## src/rtl/sdp_fifo_ctrl.sv

```systemverilog
// sdp_fifo_ctrl
//   Controller that builds a FIFO out of an external simple-dual-port RAM
//   with a fixed read latency (RD_LAT = 0, 1 or 2). Reads are prefetched from
//   the RAM into a small registered skid FIFO. The skid FIFO drives the read
//   stream, so the RAM latency is hidden and full throughput is kept.
//
//   Optional feature: define SDP_FIFO_CTRL_PARITY_EN to store an even parity
//   bit alongside each word (ram_din[DATA_W]). Parity is checked as words
//   leave the RAM, and a sticky par_err output is raised on any mismatch.
//
// Ports
//   clk, rst_n                   single clock, async active-low reset
//   wr_valid/wr_ready/wr_data    write stream (accepted on valid && ready)
//   rd_valid/rd_ready/rd_data    read stream  (popped on valid && ready)
//   ram_we/ram_waddr/ram_din     RAM write port, driven combinationally
//   ram_raddr/ram_dout           RAM read port, ram_dout RD_LAT cycles later
//   count                        entries held (RAM + in flight + skid)
//   empty                        count == 0
//   ram_full                     RAM holds 2**ADDR_W entries
//   par_err                      sticky parity error (parity build only)
module sdp_fifo_ctrl #(
  parameter int unsigned ADDR_W = 4,
  parameter int unsigned DATA_W = 32,
  parameter int unsigned RD_LAT = 2,
`ifdef SDP_FIFO_CTRL_PARITY_EN
  localparam int unsigned RW = DATA_W + 1
`else
  localparam int unsigned RW = DATA_W
`endif
) (
  input  logic              clk,
  input  logic              rst_n,
  input  logic              wr_valid,
  output logic              wr_ready,
  input  logic [DATA_W-1:0] wr_data,
  output logic              rd_valid,
  input  logic              rd_ready,
  output logic [DATA_W-1:0] rd_data,
  output logic              ram_we,
  output logic [ADDR_W-1:0] ram_waddr,
  output logic [RW-1:0]     ram_din,
  output logic [ADDR_W-1:0] ram_raddr,
  input  logic [RW-1:0]     ram_dout,
  output logic [ADDR_W+1:0] count,
  output logic              empty,
  output logic              ram_full
`ifdef SDP_FIFO_CTRL_PARITY_EN
  ,
  output logic              par_err
`endif
);

  localparam int unsigned DEPTH = 2**ADDR_W;
  localparam int unsigned CW    = ADDR_W + 2;
  localparam int unsigned SD    = RD_LAT + 2;
  localparam int unsigned SPW   = $clog2(SD);

  logic              wr_hs;
  logic              wr_d1;
  logic              issue;
  logic              cap;
  logic              pop;
  logic [ADDR_W-1:0] wptr;
  logic [ADDR_W-1:0] rptr;
  logic [CW-1:0]     ram_occ;
  logic [CW-1:0]     rd_avail;
  logic [CW-1:0]     inflight;
  logic [CW-1:0]     skid_occ;
  logic [SPW-1:0]    skid_wp;
  logic [SPW-1:0]    skid_rp;
  logic [DATA_W-1:0] skid_mem [SD];

  function automatic logic [SPW-1:0] skid_nxt(input logic [SPW-1:0] p);
    return (p == SPW'(SD - 1)) ? '0 : p + 1'b1;
  endfunction

  // Write side
  assign ram_full  = (ram_occ == CW'(DEPTH));
  assign wr_ready  = !ram_full;
  assign wr_hs     = wr_valid && wr_ready;
  // Gated with rst_n so the RAM is never written while reset is held.
  assign ram_we    = wr_hs && rst_n;
  assign ram_waddr = wptr;
`ifdef SDP_FIFO_CTRL_PARITY_EN
  assign ram_din   = {^wr_data, wr_data};
`else
  assign ram_din   = wr_data;
`endif

  // Read issue: only words written at least two cycles ago are eligible,
  // so an issued read never targets the address being written this cycle.
  // In-flight reads plus skid contents never exceed the skid depth, so
  // every returning word has a free skid slot.
  assign issue     = (rd_avail != '0) && ((inflight + skid_occ) < CW'(SD));
  assign ram_raddr = rptr;

  // Read side
  assign rd_valid = (skid_occ != '0);
  assign rd_data  = skid_mem[skid_rp];
  assign pop      = rd_valid && rd_ready;

  assign count = ram_occ + inflight + skid_occ;
  assign empty = (count == '0);

  // In-flight tracking: a valid bit travels alongside each RAM read.
  if (RD_LAT == 0) begin : g_lat0
    assign cap      = issue;
    assign inflight = '0;
  end else begin : g_latn
    logic [RD_LAT-1:0] vld;

    always_ff @(posedge clk or negedge rst_n) begin
      if (!rst_n) begin
        vld <= '0;
      end else begin
        vld[0] <= issue;
        for (int unsigned i = 1; i < RD_LAT; i++) begin
          vld[i] <= vld[i-1];
        end
      end
    end

    assign cap = vld[RD_LAT-1];

    always_comb begin
      inflight = '0;
      for (int unsigned i = 0; i < RD_LAT; i++) begin
        inflight = inflight + CW'(vld[i]);
      end
    end
  end

  always_ff @(posedge clk or negedge rst_n) begin
    if (!rst_n) begin
      wptr     <= '0;
      rptr     <= '0;
      ram_occ  <= '0;
      rd_avail <= '0;
      wr_d1    <= 1'b0;
      skid_occ <= '0;
      skid_wp  <= '0;
      skid_rp  <= '0;
    end else begin
      wr_d1    <= wr_hs;
      if (wr_hs) wptr <= wptr + 1'b1;
      if (issue) rptr <= rptr + 1'b1;
      ram_occ  <= ram_occ + CW'(wr_hs) - CW'(issue);
      rd_avail <= rd_avail + CW'(wr_d1) - CW'(issue);
      skid_occ <= skid_occ + CW'(cap) - CW'(pop);
      if (cap) skid_wp <= skid_nxt(skid_wp);
      if (pop) skid_rp <= skid_nxt(skid_rp);
    end
  end

  // Skid payload storage holds only data, so it needs no reset.
  always_ff @(posedge clk) begin
    if (cap) skid_mem[skid_wp] <= ram_dout[DATA_W-1:0];
  end

`ifdef SDP_FIFO_CTRL_PARITY_EN
  always_ff @(posedge clk or negedge rst_n) begin
    if (!rst_n) begin
      par_err <= 1'b0;
    end else if (cap && (^ram_dout)) begin
      par_err <= 1'b1;
    end
  end
`endif

endmodule

```

## config.mk

```make
export PLATFORM = sky130hd
export DESIGN_NAME = sdp_fifo_ctrl
export DESIGN_NICKNAME = d
export VERILOG_FILES = /design/src/rtl/sdp_fifo_ctrl.sv
export SDC_FILE = /design/constraint.sdc
export NUM_CORES = 1
export LEC_CHECK = 0
export ABC_AREA = 1
export CORE_MARGIN = 3
export CORE_UTILIZATION = 29
export DETAILED_ROUTE_END_ITERATION = 6
export GPL_ROUTABILITY_DRIVEN = 0
export PLACE_DENSITY = 0.53
export SLEW_MARGIN = 20
export SYNTH_ARGS = -nofsm -noshare
export SYNTH_HDL_FRONTEND = slang
export SYNTH_SLANG_ARGS = --single-unit
```

## constraint.sdc

```tcl
create_clock -name clk -period 4.5 [get_ports clk]
set_clock_uncertainty 0.05 [all_clocks]
set_input_delay 0.9 -clock clk [delete_from_list [all_inputs] [get_ports clk]]
set_output_delay 0.9 -clock clk [all_outputs]
set_load 0.005 [all_outputs]
```

# Word-level counts from Yosys, hierarchy flattened
# Memory sizes are Yosys's and may differ from the RTL's.
# Index checks and enable logic that the tools add are counted.
[word_totals]
reg_bits = 33
mem_bits_rw = 128
in_bits = 68
out_inout_bits = 83
word_cells = 40
memories = 1
[op_classes]
n_addsub = 14
n_lt_le_gt_ge = 1
n_eq_ne = 3
mux = 4
reduce_logical = 8
[memory_table]
columns = ["name", "words", "width", "read_ports", "rd_clocked_by_memory_dff", "wr", "line_no", "text"]
rows = [
  ["skid_mem", 4, 32, 1, 0, 1, "71", "logic [DATA_W-1:0] skid_mem [SD];"],
]
[ops]
columns = ["operator", "n"]
rows = [
  ["6-bit by 1-bit adder with 6-bit output", 3],
  ["6-bit adder", 3],
  ["6-bit by 1-bit subtractor with 6-bit output", 3],
  ["6-bit nonzero test", 2],
  ["4-bit by 1-bit adder with 4-bit output (second input constant)", 2],
  ["6-bit by 5-bit equality test with 1-bit output (second input constant)", 1],
  ["6-bit zero test", 1],
  ["6-bit by 3-bit less-than comparator with 1-bit output (second input constant)", 1],
  ["2-bit by 1-bit adder with 2-bit output (second input constant)", 2],
  ["2-bit equality test (second input constant)", 2],
  ["1-bit logical AND", 4],
  ["2-bit two-way mux", 2],
  ["1-bit by 1-bit adder with 2-bit output", 1],
  ["1-bit two-way mux", 2],
  ["1-bit zero test", 1],
]

# Longest topological paths before layout
[logic_depth]
ltp_word = 5
depth_mapped = 20
mapped_depth_nobuf = 20

# Worst setup path before layout
# OpenSTA, ideal clock, no wires.
[synth_timing]
path_kind = "reg2out"
from = "register g_latn.vld[0]"
to = "output empty"
arrival_time_ps = 2223
required_ps = 3550
slack_ps = 1327
stages_incl_launch_ff = 12
n_path_buf = 0
path_cell_list = "dfrtp_1 > ha_1 > inv_1 > fa_1 > inv_1 > ha_1 > inv_1 > fa_1 > xnor2_1 > nor3_1 > nand2_1 > nor3_1"
[synth_via]
elab_chain_len = 4
[synth_rtl]
columns = ["element", "line_no", "text"]
rows = [
  ["start: declaration", "110", "logic [RD_LAT-1:0] vld;"],
  ["start signal: assignment", "116", "vld[0] <= issue;"],
  ["start signal: indexed assignment", "118", "vld[i] <= vld[i-1];"],
  ["1-bit by 1-bit adder with 2-bit output", "128", "inflight = inflight + CW'(vld[i]);"],
  ["6-bit adder (2 in series)", "102", "assign count = ram_occ + inflight + skid_occ;"],
  ["net count[3]", "44", "output logic [ADDR_W+1:0] count,"],
  ["6-bit zero test", "103", "assign empty = (count == '0);"],
  ["end: declaration", "45", "output logic empty,"],
]
# The timed path passes the listed nets, and every way through them passes these cells.

# Worst setup path in the final report
[layout_timing]
from = "register g_latn.vld[1]"
to = "output empty"
[layout_via]
elab_chain_len = 4
[layout_rtl]
columns = ["element", "line_no"]
rows = [
  ["1-bit by 1-bit adder with 2-bit output", "128"],
  ["6-bit adder (2 in series)", "102"],
  ["6-bit zero test", "103"],
]
# Every way passes these cells.

==> results.json <==
{
  "status": "completed",
  "ioPinCount": 151,
  "p_leak_nw": 3.43,
  "p_sw_frac": 0.368,
  "synth.distinct_cells": 26,
  "p_switching_mw": 2.32,
  "finalSetupTns_ns": 0,
  "htree_levels": 4,
  "vias": 4533,
  "grt_overflow": 0,
  "drive_gt1_frac": 0.0893,
  "mostFrequentLayoutCell": "edfxtp_1",
  "die_width_um": 164,
  "crit_path_end_kind": "output port",
  "r2r_end": "ram_occ[4]",
  "wirelength_mm": 15.6,
  "reg2regPathDepth": 16,
  "via_per_inst": 4.55,
  "antenna_found_initial": 1,
  "ys_seq_area_frac": 0.641,
  "die_y_um": 164,
  "cap_violations": 0,
  "grt_max_degree": 67,
  "hold_buffers": 0,
  "rsz0062_at_grt": "false",
  "dp_hpwl_mm": 9.80,
  "hp-class": "flop to flop",
  "timing.rr.start": "g_latn.vld[1]",
  "grt_pass1_vias": 4803,
  "avgSynthCellArea_um2": 12.2,
  "peakVddDrop_uv": 285,
  "portBuffers": 86,
  "start_util": 0.297,
  "root_buffer": "clkbuf_16",
  "start_kind": "flop",
  "nFillCells": 2367,
  "grt_usage": 0.118,
  "ant_nets": 0,
  "total_power_mw": 6.31,
  "diodes": 0,
  "p_per_area_nw_per_um2": 708,
  "layout_min_cycle_time_ns": 4.24,
  "cts_inserted_buffers": 17,
  "critPathKind": "flop to output port",
  "seqPwrFrac": 0.321,
  "nets": 775,
  "hold_start": "g_latn.vld[0]",
  "max_freq_mhz": 236,
  "finalSetupViolCount": 0,
  "syn-num-nets": 711,
  "drt-initial-drc-count": 227,
  "holdPathStages": 0,
  "rrSetupSlack_ns": 1.39,
  "min_delay_worst_endpoint": "g_latn.vld[1]",
  "yosysWarnings": 0,
  "pwr-share-clk": 0.225,
  "worstPathArrival_ns": 3.29,
  "ys_ff_latch": 161,
  "clock_latency_ns": 0.42,
  "rows": 57,
  "cts_tree": "done",
  "drtPass1Iterations": 4,
  "wl_per_cell_um": 15.7,
  "area_growth_pct": 22.4,
  "drv_slew": 0,
  "hold_viol_final": 0,
  "path_clk_slew_ns": 0.07,
  "grt_pass1_wl_mm": 24.5,
  "worstMarginPinSlew_ns": 0.862,
  "core_um2": 24500,
  "synth_area_um2": 7280,
  "max_slew_margin": 0.425,
  "combPwrFrac": 0.454,
  "fin_crit_sh": 0.943,
  "die_area_um2": 27000,
  "cts_sinks": 161,
  "clock_path_buffers": 2,
  "drcViolationCount": 0,
  "layout_common_cells": "edfxtp_1, clkdlybuf4s50_1, nor2_1",
  "path_max_fanout": 5,
  "p_int_mw": 3.99,
  "netlist_instances": 595,
  "worstPathRequired_ns": 3.55
}
==> worst max-delay path: stages (launching register included) <==
cell	delay [ns]
dfrtp_2	0.43
ha_1	0.29
inv_1	0.05
fa_1	0.37
inv_1	0.07
ha_1	0.16
inv_1	0.06
fa_1	0.39
xnor2_1	0.15
nor3_1	0.15
nand2_1	0.07
nor3_1	0.16
clkdlybuf4s50_1	0.52
==> metrics by stage <==
stage	setup WS, ns	cells	util	instance area [µm²]	hold WS, ns
2_1_floorplan	1.33	595	-	7280	0.336
3_3_place_gp	0.667	962	0.338	8300	0.342
3_5_place_dp	0.567	962	0.338	8300	0.365
4_1_cts	0.0994	994	0.363	8900	0.389
5_1_grt	0.0184	996	0.363	8910	0.401
6_report	0.257	996	0.363	8910	0.389
==> registers in the layout, indices dropped and copies added, names as in the netlist <==
signal	flops
g_latn.vld	2
ram_occ	6
ram_raddr	4
ram_waddr	4
rd_avail	6
skid_mem	128
skid_occ	6
skid_rp	2
skid_wp	2
wr_d1	1
==> cell type report <==
type	instances	area [µm²]	share of cell area
Sequential cell	161	4670	0.524
Multi-Input combinational cell	323	2070	0.232
Timing Repair Buffer	98	951	0.107
Clock buffer	17	425	0.0477
Tap cell	324	405	0.0455
Inverter	58	218	0.0244
Clock inverter	15	175	0.0197
==> kinds of logic after synthesis <==
kind of cell / Yosys count / synth area share
AOI/OAI and AO/OA: 116 / 0.0856
xor gates and xnor gates: 24 / 0.0299
adders and majority gates: 48 / 0.0876
buffers and inverters: 111 / 0.0749
DFF: 161 / 0.641
and+or+nand+nor: 135 / 0.0808
==> power by group through the flow <==
stage,clock (mW),sequential (mW),combinational (mW)
2_1_floorplan,0,2.02,1.65
3_3_place_gp,0,2.05,2.81
3_5_place_dp,0,2.06,2.90
4_1_cts,1.46,2.03,2.92
5_1_grt,1.53,2.05,3.24
6_report,1.42,2.03,2.87
==> worst max path at each step <==
| stage | from | endpoint | slack, ns | depth (start not counted) |
|---|---|---|---|---|
| floorplan | g_latn.vld[0] | empty | 1.33 | 11 |
| global placement | g_latn.vld[1] | empty | 0.67 | 12 |
| detailed placement | g_latn.vld[1] | empty | 0.57 | 12 |
| CTS | g_latn.vld[1] | empty | 0.1 | 12 |
| global route | g_latn.vld[1] | empty | 0.02 | 12 |
| finish | g_latn.vld[1] | empty | 0.26 | 12 |
==> per-layer routing <==
| layer | track usage | routed length [µm] |
|---|---|---|
| met1 | 0.132 | 6400 |
| met2 | 0.214 | 8030 |
| met5 | 0 | 13 |
| met3 | 0.0394 | 916 |
| met4 | 0.0362 | 262 |
==> Yosys cell counts <==
master    number  area (µm²)
edfxtp_1     128        3840
a21oi_1       12        60.1
fa_1           5         100
nand3_1       11        55.1
xnor2_1       10        87.6
inv_2          3        11.3
a21o_1         1        7.51
o22ai_1       32         200
nor2_1        73         274
o21ai_0       71         355
xor2_2         1        16.3
dfrtp_1       33         826
inv_1         55         206
nand4_1        4        25.0
nand2_1       35         131
ha_1          43         538
nand2_4        2        22.5
nand2_2        3        18.8
nand3_2        4        40.0
clkbuf_1      13        48.8
buf_1          1        3.75
buf_4         32         240
xor2_1        13         114
nor2_4         1        11.3
buf_2          7        35.0
nor3_1         2        10.0
==> what timing repair did <==
action,in CTS,in global routing
buffers inserted,0,2
gates resized for setup,0,1
hold endpoints to repair,0,0
setup endpoints to repair,0,1
(Power assumes the default switching activity.)
